`config.mk`:
```
export PLATFORM = sky130hd
export DESIGN_NAME = nearest_hit_scheduler_flat
export DESIGN_NICKNAME = d
export VERILOG_FILES = /design/src/rtl/nearest_hit_scheduler_pkg.sv /design/src/rtl/nearest_hit_scheduler_if.sv /design/src/rtl/nearest_hit_scheduler_tracker.sv /design/src/rtl/nearest_hit_scheduler.sv /design/src/flat_wrapper.sv
export SDC_FILE = /design/constraint.sdc
export NUM_CORES = 1
export LEC_CHECK = 0
export CORE_AREA = 2 2 424 426
export DETAILED_ROUTE_END_ITERATION = 10
export DIE_AREA = 0 0 426 428
export GPL_TIMING_DRIVEN = 0
export PLACE_DENSITY = 0.39
export SLEW_MARGIN = 40
export SYNTH_ARGS = -nofsm -noshare
export SYNTH_HDL_FRONTEND = slang
export SYNTH_SLANG_ARGS = --single-unit
```
`constraint.sdc`:
```
create_clock -name clock -period 3.5 [get_ports clock]
set_input_delay 1.05 -clock clock [delete_from_list [all_inputs] [get_ports clock]]
set_output_delay 1.05 -clock clock [all_outputs]
set_load 0.01 [all_outputs]
```
`src/rtl/nearest_hit_scheduler_pkg.sv`:
```
// Shared types for the nearest-hit triangle sweep sequencer.
// Optional any-hit early exit is built when SHADOW_ANYHIT_EN is defined.
package nearest_hit_scheduler_pkg;

    localparam int TRI_IDX_W  = 16;
    localparam int IDX_W      = TRI_IDX_W;
    localparam int START_HOLD = 2;

    typedef logic [31:0] fixed;

    typedef struct packed {
        fixed x;
        fixed y;
        fixed z;
    } point;

    typedef struct packed {
        point start;
        point dir;
    } ray;

    typedef struct packed {
        logic                 found;
        fixed                 t;
        logic [TRI_IDX_W-1:0] idx;
    } hit_record;

    typedef enum logic [2:0] {
        S_IDLE,
        S_FETCH,
        S_CAPTURE,
        S_START,
        S_WAIT,
        S_UPDATE,
        S_DONE
    } state_t;

    localparam logic [1:0] CODE_HIT = 2'd1;

    // CU only reports 0 < t < 2.0, so a plain unsigned compare orders hits
    function automatic logic fixed_lt(input fixed a, input fixed b);
        return a < b;
    endfunction

endpackage

```
`src/rtl/nearest_hit_scheduler_if.sv`:
```
// Ray in, triangle memory, intersection CU and hit-out bundle.
// shadow_mode exists only when SHADOW_ANYHIT_EN is defined.
interface nearest_hit_scheduler_if;
    import nearest_hit_scheduler_pkg::*;

    logic             ray_valid;
    logic             ray_ready;
    ray               ray_in;
    logic [IDX_W-1:0] tri_count;
`ifdef SHADOW_ANYHIT_EN
    logic             shadow_mode;
`endif

    logic             tri_rd_en;
    logic [IDX_W-1:0] tri_addr;
    point             tri_v1;
    point             tri_v2;
    point             tri_v3;

    logic             isect_start;
    ray               isect_ray;
    point             isect_v1;
    point             isect_v2;
    point             isect_v3;
    logic             isect_ready;
    logic [1:0]       isect_code;
    fixed             isect_t;

    logic             hit_valid;
    logic             hit_accept;
    logic             hit_found;
    fixed             hit_t;
    logic [IDX_W-1:0] hit_idx;

    modport master (
`ifdef SHADOW_ANYHIT_EN
        input  shadow_mode,
`endif
        input  ray_valid, ray_in, tri_count,
        output ray_ready,
        output tri_rd_en, tri_addr,
        input  tri_v1, tri_v2, tri_v3,
        output isect_start, isect_ray,
        output isect_v1, isect_v2, isect_v3,
        input  isect_ready, isect_code, isect_t,
        output hit_valid, hit_found, hit_t, hit_idx,
        input  hit_accept
    );

    modport slave (
`ifdef SHADOW_ANYHIT_EN
        output shadow_mode,
`endif
        output ray_valid, ray_in, tri_count,
        input  ray_ready,
        input  tri_rd_en, tri_addr,
        output tri_v1, tri_v2, tri_v3,
        input  isect_start, isect_ray,
        input  isect_v1, isect_v2, isect_v3,
        output isect_ready, isect_code, isect_t,
        input  hit_valid, hit_found, hit_t, hit_idx,
        output hit_accept
    );

endinterface

```
`src/rtl/nearest_hit_scheduler_tracker.sv`:
```
// Best-hit register: cleared per ray, replaced only by a strictly nearer hit.
// Ties keep the earlier (lower) triangle index.
module nearest_hit_tracker
    import nearest_hit_scheduler_pkg::*;
(
    input  logic             clock,
    input  logic             reset,
    input  logic             i_clear,
    input  logic             i_update,
    input  logic             i_hit,
    input  fixed             i_t,
    input  logic [IDX_W-1:0] i_idx,
    output hit_record        o_best
);

    hit_record r_best;
    logic      w_take;

    assign w_take = i_update && i_hit &&
                    (!r_best.found || fixed_lt(i_t, r_best.t));

    always_ff @(posedge clock) begin
        if (reset || i_clear) begin
            r_best <= '0;
        end else if (w_take) begin
            r_best.found <= 1'b1;
            r_best.t     <= i_t;
            r_best.idx   <= i_idx;
        end
    end

    assign o_best = r_best;

endmodule

```
`src/rtl/nearest_hit_scheduler.sv`:
```
// Per-ray triangle sweep: fetch, launch CU test, keep nearest hit.
// SHADOW_ANYHIT_EN adds shadow_mode: first hit ends the sweep.
module nearest_hit_scheduler
    import nearest_hit_scheduler_pkg::*;
(
    input  logic                   clock,
    input  logic                   reset,
    nearest_hit_scheduler_if.master bus
);

    localparam logic [3:0] HOLD_LAST = 4'(START_HOLD - 1);

    state_t         r_state;
    state_t         w_next;
    logic [IDX_W:0] r_idx;
    logic [IDX_W:0] r_count;
    logic [3:0]     r_hold;
    ray             r_ray;
    point           r_v1;
    point           r_v2;
    point           r_v3;
    logic [1:0]     r_code;
    fixed           r_t;
    hit_record      w_best;

    logic           w_accept;
    logic           w_last;
    logic           w_hit;
    logic           w_short;

    assign w_accept = (r_state == S_IDLE) && bus.ray_valid;
    assign w_last   = (r_idx + (IDX_W+1)'(1)) == r_count;
    assign w_hit    = (r_code == CODE_HIT);

`ifdef SHADOW_ANYHIT_EN
    logic r_shadow;

    always_ff @(posedge clock) begin
        if (reset) begin
            r_shadow <= 1'b0;
        end else if (w_accept) begin
            r_shadow <= bus.shadow_mode;
        end
    end

    assign w_short = r_shadow && w_hit;
`else
    assign w_short = 1'b0;
`endif

    always_comb begin
        w_next = r_state;
        unique case (r_state)
            S_IDLE: begin
                if (bus.ray_valid) begin
                    w_next = (bus.tri_count == '0) ? S_DONE : S_FETCH;
                end
            end
            S_FETCH:   w_next = S_CAPTURE;
            S_CAPTURE: w_next = S_START;
            S_START: begin
                if (r_hold == HOLD_LAST) w_next = S_WAIT;
            end
            // ready is stale from the previous test until the CU sees our edge
            S_WAIT: begin
                if (bus.isect_ready) w_next = S_UPDATE;
            end
            S_UPDATE: begin
                w_next = (w_last || w_short) ? S_DONE : S_FETCH;
            end
            S_DONE: begin
                if (bus.hit_accept) w_next = S_IDLE;
            end
            default: w_next = S_IDLE;
        endcase
    end

    always_ff @(posedge clock) begin
        if (reset) begin
            r_state <= S_IDLE;
            r_idx   <= '0;
            r_count <= '0;
            r_hold  <= '0;
            r_ray   <= '0;
            r_v1    <= '0;
            r_v2    <= '0;
            r_v3    <= '0;
            r_code  <= '0;
            r_t     <= '0;
        end else begin
            r_state <= w_next;
            if (w_accept) begin
                r_ray   <= bus.ray_in;
                r_count <= {1'b0, bus.tri_count};
                r_idx   <= '0;
            end
            if (r_state == S_CAPTURE) begin
                r_v1 <= bus.tri_v1;
                r_v2 <= bus.tri_v2;
                r_v3 <= bus.tri_v3;
            end
            r_hold <= (r_state == S_START) ? r_hold + 4'd1 : 4'd0;
            if (r_state == S_WAIT && bus.isect_ready) begin
                r_code <= bus.isect_code;
                r_t    <= bus.isect_t;
            end
            if (r_state == S_UPDATE && !w_last) begin
                r_idx <= r_idx + (IDX_W+1)'(1);
            end
        end
    end

    nearest_hit_tracker u_tracker (
        .clock    (clock),
        .reset    (reset),
        .i_clear  (w_accept),
        .i_update (r_state == S_UPDATE),
        .i_hit    (w_hit),
        .i_t      (r_t),
        .i_idx    (r_idx[IDX_W-1:0]),
        .o_best   (w_best)
    );

    assign bus.ray_ready   = (r_state == S_IDLE);
    assign bus.tri_rd_en   = (r_state == S_FETCH);
    assign bus.tri_addr    = bus.tri_rd_en ? r_idx[IDX_W-1:0] : '0;
    assign bus.isect_start = (r_state == S_START);
    assign bus.isect_ray   = r_ray;
    assign bus.isect_v1    = r_v1;
    assign bus.isect_v2    = r_v2;
    assign bus.isect_v3    = r_v3;
    assign bus.hit_valid   = (r_state == S_DONE);
    assign bus.hit_found   = w_best.found;
    assign bus.hit_t       = w_best.t;
    assign bus.hit_idx     = w_best.idx;

endmodule

```
`src/flat_wrapper.sv`:
```
// flat-port wrapper written by rule: the top's interface ports become plain ports
module nearest_hit_scheduler_flat import nearest_hit_scheduler_pkg::*;
  (clock, reset, bus_ray_valid, bus_ray_in, bus_tri_count, bus_ray_ready, bus_tri_rd_en, bus_tri_addr, bus_tri_v1, bus_tri_v2, bus_tri_v3, bus_isect_start, bus_isect_ray, bus_isect_v1, bus_isect_v2, bus_isect_v3, bus_isect_ready, bus_isect_code, bus_isect_t, bus_hit_valid, bus_hit_found, bus_hit_t, bus_hit_idx, bus_hit_accept);
  nearest_hit_scheduler_if bus_i ();
  input  logic clock;
  input  logic reset;
  input wire logic [$bits(bus_i.ray_valid)-1:0] bus_ray_valid;
  input wire logic [$bits(bus_i.ray_in)-1:0] bus_ray_in;
  input wire logic [$bits(bus_i.tri_count)-1:0] bus_tri_count;
  output wire logic [$bits(bus_i.ray_ready)-1:0] bus_ray_ready;
  output wire logic [$bits(bus_i.tri_rd_en)-1:0] bus_tri_rd_en;
  output wire logic [$bits(bus_i.tri_addr)-1:0] bus_tri_addr;
  input wire logic [$bits(bus_i.tri_v1)-1:0] bus_tri_v1;
  input wire logic [$bits(bus_i.tri_v2)-1:0] bus_tri_v2;
  input wire logic [$bits(bus_i.tri_v3)-1:0] bus_tri_v3;
  output wire logic [$bits(bus_i.isect_start)-1:0] bus_isect_start;
  output wire logic [$bits(bus_i.isect_ray)-1:0] bus_isect_ray;
  output wire logic [$bits(bus_i.isect_v1)-1:0] bus_isect_v1;
  output wire logic [$bits(bus_i.isect_v2)-1:0] bus_isect_v2;
  output wire logic [$bits(bus_i.isect_v3)-1:0] bus_isect_v3;
  input wire logic [$bits(bus_i.isect_ready)-1:0] bus_isect_ready;
  input wire logic [$bits(bus_i.isect_code)-1:0] bus_isect_code;
  input wire logic [$bits(bus_i.isect_t)-1:0] bus_isect_t;
  output wire logic [$bits(bus_i.hit_valid)-1:0] bus_hit_valid;
  output wire logic [$bits(bus_i.hit_found)-1:0] bus_hit_found;
  output wire logic [$bits(bus_i.hit_t)-1:0] bus_hit_t;
  output wire logic [$bits(bus_i.hit_idx)-1:0] bus_hit_idx;
  input wire logic [$bits(bus_i.hit_accept)-1:0] bus_hit_accept;
  assign bus_i.ray_valid = bus_ray_valid;
  assign bus_i.ray_in = bus_ray_in;
  assign bus_i.tri_count = bus_tri_count;
  assign bus_ray_ready = bus_i.ray_ready;
  assign bus_tri_rd_en = bus_i.tri_rd_en;
  assign bus_tri_addr = bus_i.tri_addr;
  assign bus_i.tri_v1 = bus_tri_v1;
  assign bus_i.tri_v2 = bus_tri_v2;
  assign bus_i.tri_v3 = bus_tri_v3;
  assign bus_isect_start = bus_i.isect_start;
  assign bus_isect_ray = bus_i.isect_ray;
  assign bus_isect_v1 = bus_i.isect_v1;
  assign bus_isect_v2 = bus_i.isect_v2;
  assign bus_isect_v3 = bus_i.isect_v3;
  assign bus_i.isect_ready = bus_isect_ready;
  assign bus_i.isect_code = bus_isect_code;
  assign bus_i.isect_t = bus_isect_t;
  assign bus_hit_valid = bus_i.hit_valid;
  assign bus_hit_found = bus_i.hit_found;
  assign bus_hit_t = bus_i.hit_t;
  assign bus_hit_idx = bus_i.hit_idx;
  assign bus_i.hit_accept = bus_hit_accept;
  nearest_hit_scheduler u_core (.clock(clock), .reset(reset), .bus(bus_i));
endmodule
```
==> results of run 1 <==
## worst paths after layout
check / from / to / slack [ns] / cells past startpoint
max: u_core.r_state[1] / bus_tri_addr[13] / 0.14 / 6
min: u_core.bus.isect_v2[56] / u_core.bus.isect_v2[56] / 0.45 / 2
min reg2reg: u_core.bus.isect_v2[56] / u_core.bus.isect_v2[56] / 0.45 / 2
max reg2reg: u_core.r_idx[6] / u_core.r_idx[15] / 0.28 / 12
## state kept, by name (all words and copies together), names as in the netlist
signal / cells
u_core.bus.isect_v1: 96
u_core.bus.isect_ray: 192
u_core.r_code: 2
u_core.bus.isect_v2: 96
u_core.bus.isect_v3: 96
u_core.r_count: 16
u_core.r_state: 3
u_core.r_hold: 4
u_core.u_tracker.o_best: 49
u_core.r_idx: 17
u_core.r_t: 32
## routing by layer
layer | global-route usage, % | wire length [um]
met1 | 20.08 | 64630
met2 | 29.35 | 78960
met3 | 4.175 | 10210
met4 | 4.791 | 3700
met5 | 0 | 266
## cells by family after synthesis
family	after synthesis	synth area share (%)
DFF	603	53.32
adders and majority gates	34	1.879
AOI/OAI and AO/OA	711	16.90
buffers and inverters	261	4.427
and+or+nand+nor	1258	22.40
xor gates and xnor gates	22	0.8511
muxes	5	0.2266
## stage by stage
step / hold WS (ns) / cells / power [uW]
floorplan: 0.4315 / 2894 / 9998
global placement: 0.4392 / 6331 / 13490
detailed placement: 0.4459 / 6338 / 13550
CTS: 0.4535 / 6493 / 22650
global route: 0.4629 / 6499 / 23220
finish: 0.4498 / 6506 / 22200
## final cells by class
cell class / count / share of cell area, %
diodes: 13 / 0.08230
plain buffers: 218 / 2.257
clock buffers: 129 / 6.360
clock inverters: 23 / 0.7091
inverters: 39 / 0.3704
multi-input cells: 2030 / 24.30
flip-flops and latches: 603 / 30.55
well taps: 2355 / 7.455
repair buffers: 1096 / 27.92
## cells in the final DEF (no fill, tap or decap), types with 10 or more instances in the layout
master and n:
nand2_1 1086, clkdlybuf4s50_1 1066, dfxtp_1 600, a21oi_1 547, clkbuf_1 198, clkbuf_16 86, nand3_1 61, o21ai_0 59
a21boi_0 49, inv_1 39, ha_1 33, clkbuf_2 29, clkbuf_8 22, nor2_1 20, and2_1 19, a31oi_1 16
dlygate4sd2_1 16, diode_2 13, nand4_1 13, xnor2_1 12, nor2b_1 10, xor2_1 10
## power by group through the flow
stage / Clock, uW / Sequential, uW / Combinational [uW]
2_1_floorplan: 0 / 8300 / 1690
3_3_place_gp: 0 / 8100 / 5390
3_5_place_dp: 0 / 8110 / 5440
4_1_cts: 9180 / 7990 / 5480
5_1_grt: 9400 / 8070 / 5750
6_report: 8860 / 7990 / 5350
## critical path, delay by kind of cell, from the launching register on
kind | cells | cell delay, ns
simple gates | 2 | 0.32
flops | 1 | 0.38
buf+inv | 4 | 0.91
## what timing repair did
item	4_1_cts	5_1_grt
gates cloned	1	0
pin swaps	2	0
hold buffers	0	0
resized for setup	31	7
endpoints found under the setup margin	35	31
buffers inserted	5	0
==> impl_metrics.env, run 1 <==
export IMPL_worstPathMaxFanout=10
export IMPL_synth_nets=3463
export IMPL_area_growth_pct=74.59
export IMPL_clkSlewWorstSetupHoldPaths_ns=0.05
export IMPL_grt_pass1_wl_um=210800
export IMPL_multi_input_area_sq_um=9604
export IMPL_sw_frac_of_total_pct=32.16
export IMPL_portBuffers=1082
export IMPL_nets=4641
export IMPL_drtIter0Drc=1306
export IMPL_ys_async_sr_fraction_pct=0
export IMPL_place_ws_ns=-0.2798
export IMPL_p_int_uw=15060
export IMPL_antenna_found_initial=69
export IMPL_ant_nets=0
export IMPL_hold_viol_final=0
export IMPL_drive_gt1_share_pct=4.882
export IMPL_numClockSinks=603
export IMPL_synth_area_sq_um=22640
export IMPL_p_per_area_nw_per_um2=561.7
export IMPL_worst_setup_path_type="flop to output port"
export IMPL_synthCells=2894
export IMPL_grt_pass1_vias=24130
export IMPL_slew_headroom_pct=44.28
export IMPL_synth_edf_count=0
export IMPL_grt_max_degree=12
export IMPL_routedWlPerCell_um=24.25
export IMPL_yosysWarnings=0
export IMPL_cts_tree="built"
export IMPL_crit_chain="clkbuf_4 > nor3_4 > buf_4 > clkbuf_8 > and2_1 > dlygate4sd2_1"
export IMPL_clk_latency_ns=0.69
export IMPL_crit_arrival_ns=2.31
export IMPL_p_seq_share_pct=36.0
export IMPL_ir_drop_v=0.0003243
export IMPL_core_sq_um=177600
export IMPL_grt_use_total_pct=16.77
export IMPL_status="complete, no violations"
export IMPL_tightest_slew_ns=0.8358
export IMPL_yosysTopAreaCell="dfxtp_1"
export IMPL_synth_ff_type="dfxtp_1"
export IMPL_placed_area_sq_um=36610
export IMPL_avgSynthCellArea_sq_um=7.823
export IMPL_ys_types=55
export IMPL_final_core_util_pct=22.25
export IMPL_period_needed_ns=3.365
export IMPL_setup_ws_ns=0.1354
export IMPL_setup_viol=0
export IMPL_synth_seq_area_share_pct=53.32
export IMPL_cts_buffers=84
export IMPL_ff_latch_area_sq_um=12080
export IMPL_vias=24830
export IMPL_htree_levels=3
export IMPL_worstSetupEndpointType="output port"
export IMPL_yosysMostFrequentCell="nand2_1"
export IMPL_p_switching_uw=7141
export IMPL_die_width_um=426
export IMPL_drv_slew=0
export IMPL_vias_per_cell=3.817
export IMPL_maxCapViolCount=0
export IMPL_synth_seq_cells=603
export IMPL_die_h_um=428
export IMPL_rsz0062_at_grt="false"
export IMPL_power_clock_fraction_pct=39.9
export IMPL_synthTopCellsByCount="nand2_1 (1087), dfxtp_1 (603), a21oi_1 (547)"
export IMPL_fillers=20020
export IMPL_dp_hpwl_um=131300
export IMPL_max_stage_delay_ns=0.38
export IMPL_grt_ovfl_total=0
export IMPL_fmaxAchievable_mhz=297.2
export IMPL_rows=155
export IMPL_place_congestion=0.9026
export IMPL_floorplan_initialDensity_pct=12.74
export IMPL_design_area_sq_um=39530
export IMPL_synthTopCellsByArea="dfxtp_1 (53%), nand2_1 (18%), a21oi_1 (12%)"
export IMPL_clk_path_buf_depth=3
export IMPL_p_comb_share_pct=24.1
export IMPL_dr_pass1_iters=7
export IMPL_wl_um=157800
export IMPL_worstHoldPathType="flop to flop"
export IMPL_num_io_pins=1084
export IMPL_required_ns=2.45
export IMPL_synth_top_area_share_pct=53.32
export IMPL_die_area_sq_um=182300
export IMPL_root_buffer="clkbuf_16"
export IMPL_fin_setup_tns_ns=0
export IMPL_slowest_stage="dfxtp_2"
export IMPL_power_leakage_uw=0.01339
export IMPL_finalClockSkew_ns=0.02442
export IMPL_critPathLaunchType="flop"
export IMPL_fin_crit_sh_pct=96.13
export IMPL_drc_errors=0
(Power assumes the default switching activity.)
==> inputs of run 2 (changes only) <==
--- a/config.mk
+++ b/config.mk
@@ -5,12 +5,12 @@
 export SDC_FILE = /design/constraint.sdc
 export NUM_CORES = 1
 export LEC_CHECK = 0
-export CORE_AREA = 2 2 424 426
+export CORE_AREA = 2 2 428 430
 export DETAILED_ROUTE_END_ITERATION = 10
-export DIE_AREA = 0 0 426 428
+export DIE_AREA = 0 0 430 432
 export GPL_TIMING_DRIVEN = 0
 export PLACE_DENSITY = 0.39
-export SLEW_MARGIN = 40
+export SLEW_MARGIN = 20
 export SYNTH_ARGS = -nofsm -noshare
 export SYNTH_HDL_FRONTEND = slang
 export SYNTH_SLANG_ARGS = --single-unit
==> impl_metrics.env, run 2 (synthesis results as in run 1) <==
export IMPL_status="complete, no violations"
export IMPL_antenna_found_initial=71
export IMPL_grt_pass1_wl_um=208300
export IMPL_setup_viol=0
export IMPL_vias_per_cell=3.794
export IMPL_fin_crit_sh_pct=96.04
export IMPL_grt_use_total_pct=16.23
export IMPL_crit_arrival_ns=2.31
export IMPL_floorplan_initialDensity_pct=12.46
export IMPL_critPathLaunchType="flop"
export IMPL_drv_slew=0
export IMPL_drc_errors=0
export IMPL_ant_nets=0
export IMPL_tightest_slew_ns=1.105
export IMPL_p_per_area_nw_per_um2=563.3
export IMPL_drtIter0Drc=1436
export IMPL_grtUsageMet1_pct=19.48
export IMPL_nets=4635
export IMPL_drive_gt1_share_pct=4.643
export IMPL_power_leakage_uw=0.01333
export IMPL_clk_latency_ns=0.70
export IMPL_grt_pass1_vias=23860
export IMPL_wl_um=157100
export IMPL_num_io_pins=1084
export IMPL_hold_viol_final=0
export IMPL_clkSlewWorstSetupHoldPaths_ns=0.05
export IMPL_grt_ovfl_total=0
export IMPL_grt_busiest_layer="met2"
export IMPL_timing_hold_ws_ns=0.4535
export IMPL_portBuffers=1082
export IMPL_htree_levels=3
export IMPL_dp_hpwl_um=130500
export IMPL_rsz0062_at_grt="false"
export IMPL_hp_start="u_core.bus.isect_v1[81]"
export IMPL_worstReg2RegStart="u_core.u_tracker.o_best[25]"
export IMPL_cts_buffers=83
export IMPL_ir_drop_v=0.0003104
export IMPL_required_ns=2.45
export IMPL_core_sq_um=181700
export IMPL_worstHoldPathType="flop to flop"
export IMPL_die_width_um=430
export IMPL_vias=24800
export IMPL_use_met3_pct=5.135
export IMPL_rows=157
export IMPL_fin_setup_tns_ns=0
export IMPL_largest_reg_flops=192
export IMPL_design_area_sq_um=39450
export IMPL_worstPathMaxFanout=10
export IMPL_period_needed_ns=3.361
export IMPL_cts_hold_buffers=0
export IMPL_finalClockSkew_ns=0.03190
export IMPL_r2r_slack_ns=0.28
export IMPL_dr_pass1_iters=7
export IMPL_place_congestion=0.8783
export IMPL_slew_headroom_pct=26.31
export IMPL_worst_setup_path_type="flop to output port"
export IMPL_numClockSinks=603
export IMPL_use_met2_pct=27.80
export IMPL_worstSetupEndpointType="output port"
export IMPL_final_core_util_pct=21.71
export IMPL_cts_tree="built"
export IMPL_area_growth_pct=74.25
export IMPL_fmaxAchievable_mhz=297.5
export IMPL_die_h_um=432
export IMPL_grt_max_degree=13
export IMPL_placed_area_sq_um=36500
export IMPL_root_buffer="clkbuf_16"
export IMPL_maxCapViolCount=0
export IMPL_power_uw=22220
export IMPL_setup_worst_path_start="u_core.r_state[1]"
export IMPL_layout_commonest_cell="nand2_1"
export IMPL_routedWlPerCell_um=24.03
export IMPL_final_cell_mix="nand2_1 (1086), clkdlybuf4s50_1 (1065), dfxtp_1 (598)"
export IMPL_die_area_sq_um=185800
export IMPL_clk_path_buf_depth=3
## run 2: changes by cell type in the layout (fill, tap and decap cells not counted), sizes merged
cell,previous run,this run
diode,13,16
clkinv,12,11
buf,25,20
clkdlybuf4s50,1066,1065
clkinvlp,5,4
inv,41,47
clkbuf,336,334
bufinv,4,5
dlymetal6s2s,0,1
dlygate4sd2,16,15
## run 2: through the flow
stage                     worst slack, ns  cells
after floorplan                    0.6958   2894
after global placement             -1.156   6361
after detailed placement          -0.9241   6363
after CTS                         0.01383   6520
after global routing             0.004798   6524
final                              0.1386   6536
## run 2: area by class of cell
type / instances / area [sq um]
fill: 20210 / 142300
sequential: 603 / 12080
timing repair buffer: 1090 / 10880
multi-input combinational: 2030 / 9609
tap: 2385 / 2984
clock buffer: 126 / 2460
buffer: 219 / 882.1
clock inverter: 28 / 364.1
inverter: 39 / 146.4
antenna: 16 / 40.04
## run 2: layer usage
layer | up-vias | wire (um)
met2 | 772 | 76770
li1 | 11930 | -
met1 | 11810 | 64760
met3 | 231 | 11080
met5 | - | 356
met4 | 54 | 4089
## run 2: final timing paths
kind,end,cells past startpoint
worst max-delay path,bus_tri_addr[13],6
worst min register to register,u_core.bus.isect_v1[81],2
worst max register to register,u_core.u_tracker.o_best[40],12
worst min-delay path,u_core.bus.isect_v1[81],2
## run 2: where the power goes
| part | switching [uW] | internal (uW) |
|---|---|---|
| Sequential | 471 | 7550 |
| Combinational | 3010 | 2240 |
| Clock | 3690 | 5260 |
| Total | 7170 | 15100 |
## run 2: what timing repair did
item,4_1_cts,5_1_grt
gates resized for setup,33,15
hold endpoints to repair,0,0
buffers inserted,5,0
cloned,1,0
pin swaps,2,0
setup endpoints to repair,136,44
## run 2: critical path, cell delays in order (launching register included)
cell and delay, ns:
dfxtp_2 0.38, clkbuf_4 0.22, nor3_4 0.20, buf_4 0.15, clkbuf_4 0.19, and2_1 0.17, dlygate4sd2_1 0.30
